[src/rtl/fetch_unit.sv]
// Instruction-fetch stage: owns the fetch PC, issues in-order memory requests under a
// credit limit, buffers returned instructions and handles stall, redirect and flush.
module fetch_unit #(
  parameter logic [31:0] RESET_PC   = 32'h0000_0000,
  parameter int          FIFO_DEPTH = 2
) (
  input  logic        clk,
  input  logic        rst,
  input  logic        stall,
  input  logic        redirect,
  input  logic [31:0] redirect_pc,
  output logic        imem_req,
  output logic [31:0] imem_addr,
  input  logic        imem_ready,
  input  logic        imem_rvalid,
  input  logic [31:0] imem_rdata,
  output logic [31:0] if_pc,
  output logic [31:0] if_instruction,
  output logic        if_valid
);

  localparam int          PW      = (FIFO_DEPTH > 1) ? $clog2(FIFO_DEPTH) : 1;
  localparam int          CW      = $clog2(FIFO_DEPTH + 1);
  localparam logic [CW:0] DEPTH_W = (CW + 1)'(FIFO_DEPTH);
  localparam logic [31:0] NOP     = 32'h0000_0013;

  typedef struct packed {
    logic [31:0] pc;
    logic [31:0] instr;
  } entry_t;

  entry_t          fifo_q [FIFO_DEPTH];
  logic [PW-1:0]   rd_ptr_q, rd_ptr_d, wr_ptr_q, wr_ptr_d;
  logic [CW-1:0]   count_q, count_d;
  logic [CW-1:0]   outstanding_q, outstanding_d;
  logic [CW-1:0]   drop_q, drop_d;
  logic [31:0]     fetch_pc_q, fetch_pc_d;
  logic [31:0]     resp_pc_q, resp_pc_d;
  logic [31:0]     target_pc;
  logic [CW:0]     credit_used;
  logic            pop, push, accept, drop_rsp;

  assign target_pc   = redirect_pc & ~32'h0000_0003;
  assign if_valid    = (count_q != '0);
  assign pop         = if_valid & ~stall & ~redirect;
  assign credit_used = {1'b0, count_q} + {1'b0, outstanding_q} - {{CW{1'b0}}, pop};
  assign imem_req    = ~rst & ~redirect & (credit_used < DEPTH_W);
  assign imem_addr   = fetch_pc_q;
  assign accept      = imem_req & imem_ready;
  assign drop_rsp    = imem_rvalid & (drop_q != '0);
  assign push        = imem_rvalid & ~drop_rsp & ~redirect;

  assign if_pc          = if_valid ? fifo_q[rd_ptr_q].pc    : '0;
  assign if_instruction = if_valid ? fifo_q[rd_ptr_q].instr : NOP;

  always_comb begin
    fetch_pc_d    = fetch_pc_q;
    resp_pc_d     = resp_pc_q;
    rd_ptr_d      = rd_ptr_q;
    wr_ptr_d      = wr_ptr_q;
    count_d       = count_q;
    drop_d        = drop_q;
    outstanding_d = outstanding_q + CW'(accept) - CW'(imem_rvalid);
    if (redirect) begin
      fetch_pc_d = target_pc;
      resp_pc_d  = target_pc;
      rd_ptr_d   = '0;
      wr_ptr_d   = '0;
      count_d    = '0;
      // Responses already marked for dropping are part of outstanding, so every
      // still-expected response becomes stale, including none arriving now.
      drop_d     = outstanding_q - CW'(imem_rvalid);
    end else begin
      if (accept)   fetch_pc_d = fetch_pc_q + 32'd4;
      if (push) begin
        resp_pc_d = resp_pc_q + 32'd4;
        wr_ptr_d  = wr_ptr_q + PW'(1);
      end
      if (pop)      rd_ptr_d = rd_ptr_q + PW'(1);
      if (drop_rsp) drop_d   = drop_q - CW'(1);
      count_d = count_q + CW'(push) - CW'(pop);
    end
  end

  always_ff @(posedge clk or posedge rst) begin
    if (rst) begin
      fetch_pc_q    <= RESET_PC;
      resp_pc_q     <= RESET_PC;
      rd_ptr_q      <= '0;
      wr_ptr_q      <= '0;
      count_q       <= '0;
      outstanding_q <= '0;
      drop_q        <= '0;
    end else begin
      fetch_pc_q    <= fetch_pc_d;
      resp_pc_q     <= resp_pc_d;
      rd_ptr_q      <= rd_ptr_d;
      wr_ptr_q      <= wr_ptr_d;
      count_q       <= count_d;
      outstanding_q <= outstanding_d;
      drop_q        <= drop_d;
    end
  end

  // NOTE: the buffer storage has no reset; count_q alone decides what is valid.
  always_ff @(posedge clk) begin
    if (push) fifo_q[wr_ptr_q] <= '{pc: resp_pc_q, instr: imem_rdata};
  end

endmodule
[config.mk]
export PLATFORM = sky130hd
export DESIGN_NAME = fetch_unit
export DESIGN_NICKNAME = d
export VERILOG_FILES = /design/src/rtl/fetch_unit.sv
export SDC_FILE = /design/constraint.sdc
export NUM_CORES = 1
export LEC_CHECK = 0
export CAP_MARGIN = 40
export CORE_UTILIZATION = 52
export CTS_BUF_LIST = sky130_fd_sc_hd__clkbuf_4 sky130_fd_sc_hd__clkbuf_8 sky130_fd_sc_hd__clkbuf_16
export DETAILED_ROUTE_END_ITERATION = 7
export GPL_TIMING_DRIVEN = 0
export PLACE_DENSITY = 0.91
export REMOVE_ABC_BUFFERS = 1
export SLEW_MARGIN = 40
export SYNTH_ARGS = -nofsm -noshare
export SYNTH_HDL_FRONTEND = slang
export SYNTH_SLANG_ARGS = --single-unit
[constraint.sdc]
create_clock -name clk -period 4.84 [get_ports clk]
set_input_delay 0.484 -clock clk [delete_from_list [all_inputs] [get_ports clk]]
set_output_delay 0.484 -clock clk [all_outputs]
set_load 0.01 [all_outputs]
==> results.md, run 1 <==
- CP Data Required Time: 4360 ps
- Layout cells sized above 1: 0.0782
- Worst-path clk slew: 70 ps
- Clock sinks: 192
- Iter 0 DRT Violations: 478
- RSZ-0062 raised after global routing: false
- Leak: 0.00396 uW
- Busiest grt layer: met2
- Fin crit share: 0.945
- Hold-fix buffers at CTS: 0
- Root buf cell: clkbuf_16
- Synth unique cells: 60
- IO Pins: 168
- Clock Latency Late Sink: 430 ps
- Most common cell in the netlist: edfxtp_1
- #FFs+latches synth: 192
- Hold WC Path Type: in2reg
- Slew @ Worst Pin: 814 ps
- Placer Congestion: 0.883
- PwrDens: 399 nW/um^2
- Vias in the first global route: 6558
- CP peak stage delay: 660 ps
- Final hold violations: 0
- Cell Area, Placed: 10900 sq um
- Num CTS Buffers: 17
- Grt met1 use: 0.303
- WL final: 20.7 mm
- Antenna violations before repair: 0
- Critical Path Start Type: register
- Initial Util: 0.534
- Dominant cells by area after synthesis: edfxtp_1 (42%), dfrtp_1 (19%), mux2i_1 (7.3%), nor2_1 (3.7%), nand2_1 (2.5%)
- Global-route wire length before repair: 33.2 mm
- Total Neg Setup Slack: 0 ps
- DP HPWL: 14.6 mm
- Gr usage total: 0.243
- Synthesized cell area: 8890 sq um
- Yosys top cell area share: 0.419
- R2R cell count: 14
- Number of vias per cell: 5.91
- Most frequent cells after synthesis: edfxtp_1 (124), nor2_1 (87), dfrtp_1 (68)
- Reg2reg setup slack: 560 ps
- Most used DFF post-synth: edfxtp_1
- DRC viols: 0
- Synth Instances: 742
- Worst path bufs/invs: 2
- Synth Area in Adders: 0.0163
- Placed Cells: 1096
- Die area: 17600 sq um
- Die height: 133 microns
- Post-route ant nets: 0
- Final min period: 4580 ps
- Post-synthesis mux area share: 0.0757
- Clock Skew: 12.5 ps
- Core area: 16600 sq um
- First-pass DRT Iterations: 5
- EDFF count, synth: 124
- Max Slew Vio Count: 0
- Simple-gate share of the synthesized area: 0.161
- Critical path capture point type: primary output
- CTS H-tree lvls: 4
- Met3 usage: 0.0521
- VDD IR-drop max: 0.268 mV
- Critical path, cell by cell: nor2_4 > buf_8 > nor3_1 > ha_1 > nand2b_1 > fa_1 > xor2_1 > nand3_1 > nor2_1 > clkdlybuf4s50_1
- CTS tree: yes
- Final Cell Area: 11500 sq um
- Top delay family on crit path: simple AND/OR/NAND/NOR gates
- Syn_area_per_cell: 12.0 sq um
- Final core occ: 0.690
- Post-synthesis sequential area ratio: 0.610
- Post CTS Setup Buffer Count: 0
- Hold Path Depth: 2
- Maximum clock rate: 219 MHz
- Routed vias: 6662
- Row Count: 47
- Main combinational cell family by area after synthesis: simple AND/OR/NAND/NOR gates
- Compound-Gate Fraction of Synth Area: 0.0851
- Drt wl/cell: 18.3 microns
- CP max-delay cell: xor2_1
- RR Startpoint: count_q[0]
- Syn-to-layout area delta: 29.2%
- I/O Buffers: 161
- Worst rel slew slack: 0.455
- Worst hold path endpoint: count_q[0]
- Max Cap Viol: 0
- Hold_sp: redirect
- Status: finished, final reports clean
- Synth warn: 0
- Grt total ovfl: 0
- Post-Synth XOR/XNOR Area: 0.0207
- Die X-Extent: 133 microns
- Max clock buf depth: 2
- Setup violators final: 0
- Async SR Flop Fraction: 0.354
- # diodes: 0
- Fillcell total: 1197
- Cell taking the most area after synthesis: edfxtp_1
- FF-to-FF End: outstanding_q[1]
- Final Non-Filler Cells: 1128
- Pin count of the biggest net entering global routing: 59
- Grt met2 use: 0.411
- WS Path Type: reg2out
- Nets@finish: 976
- Crit Path Max Fanout: 23
- Post-CTS sizing: 0
- CP Data Arrival Time: 4090 ps
## placed cells by master (no fill, tap or decap), types with 8 or more instances in the layout
master	count
a31oi_1	14
and3_1	9
and4_1	9
clkbuf_16	17
clkdlybuf4s50_1	160
dfrtp_1	67
edfxtp_1	124
ha_1	10
inv_1	19
mux2i_1	65
nand2_1	60
nand3_1	29
nand4_1	20
nor2_1	84
nor3_1	9
o211ai_1	9
o21ai_0	20
o311ai_0	22
o31ai_1	13
or4_1	15
xnor2_1	8
xor2_1	13
## registers in the layout (all words and copies together) (netlist names)
register / cells
count_q: 2
imem_addr: 30
fifo_q: 124
rd_ptr_q: 1
outstanding_q: 2
resp_pc_q: 30
drop_q: 2
wr_ptr_q: 1
## worst reg2reg max path, stage by stage, from the launching register on
cell and delay (ps):
dfrtp_1 440, nor2_4 70, buf_8 160, nor3_1 240, ha_1 290, nand2b_1 150
fa_1 540, nand4bb_1 170, nor2_1 660, inv_1 510, ha_1 430, inv_1 50
ha_1 190, xnor2_1 170, xnor2_1 150
## through the flow
step / power [uW] / hold slack (ps) / setup slack, ps
finish: 4590 / 336 / 265
global route: 4780 / 344 / 14.5
CTS: 4610 / 332 / 280
detailed placement: 3260 / 494 / 353
global placement: 3180 / 473 / -4140
floorplan: 2660 / 456 / -440
## power breakdown
part / internal (uW) / switching [uW]
logic: 581 / 607
clock network: 764 / 597
registers: 1910 / 130
total: 3260 / 1330
## worst max path at each step
stage,from,to,slack (ps),cells past startpoint
5_1_grt,count_q[0],imem_req,10,10
4_1_cts,count_q[0],imem_req,280,10
3_3_place_gp,redirect,fifo_q[1][0],-4140,4
2_1_floorplan,count_q[0],imem_addr[26],-440,9
6_report,count_q[0],imem_req,260,10
3_5_place_dp,stall,outstanding_q[1],350,13
## layout make-up
cell class / instances / area, sq um / share of cell area
timing repair buffer: 175 / 1880 / 0.164
clock buffer: 18 / 433 / 0.0377
clock inverter: 14 / 140 / 0.0122
multi-input combinational: 488 / 3250 / 0.282
sequential: 192 / 5430 / 0.472
tap: 220 / 275 / 0.0240
inverter: 21 / 86.3 / 0.00751
## kinds of logic (layout without fill, tap and decap cells)
group | count (synthesis) | after routing
and+or+nand+nor | 280 | 280
DFF | 192 | 192
xor gates and xnor gates | 21 | 21
other | 1 | 4
AOI/OAI and AO/OA | 105 | 105
muxes | 67 | 67
buffers and inverters | 65 | 228
adders and majority gates | 11 | 11
## layer usage
| layer | vias up | wire length [microns] |
|---|---|---|
| li1 | 3106 | - |
| met1 | 3228 | 8490 |
| met2 | 287 | 10200 |
| met3 | 41 | 1390 |
| met4 | 0 | 599 |
| met5 | - | 0 |
Note: power is estimated with default switching activity, not from simulation.
==> inputs of run 2 (changes only) <==
- SKIP_CTS_REPAIR_TIMING: not set -> 1
==> results of run 2 <==
Final layout, timing and power as in run 1 (identical DEF).
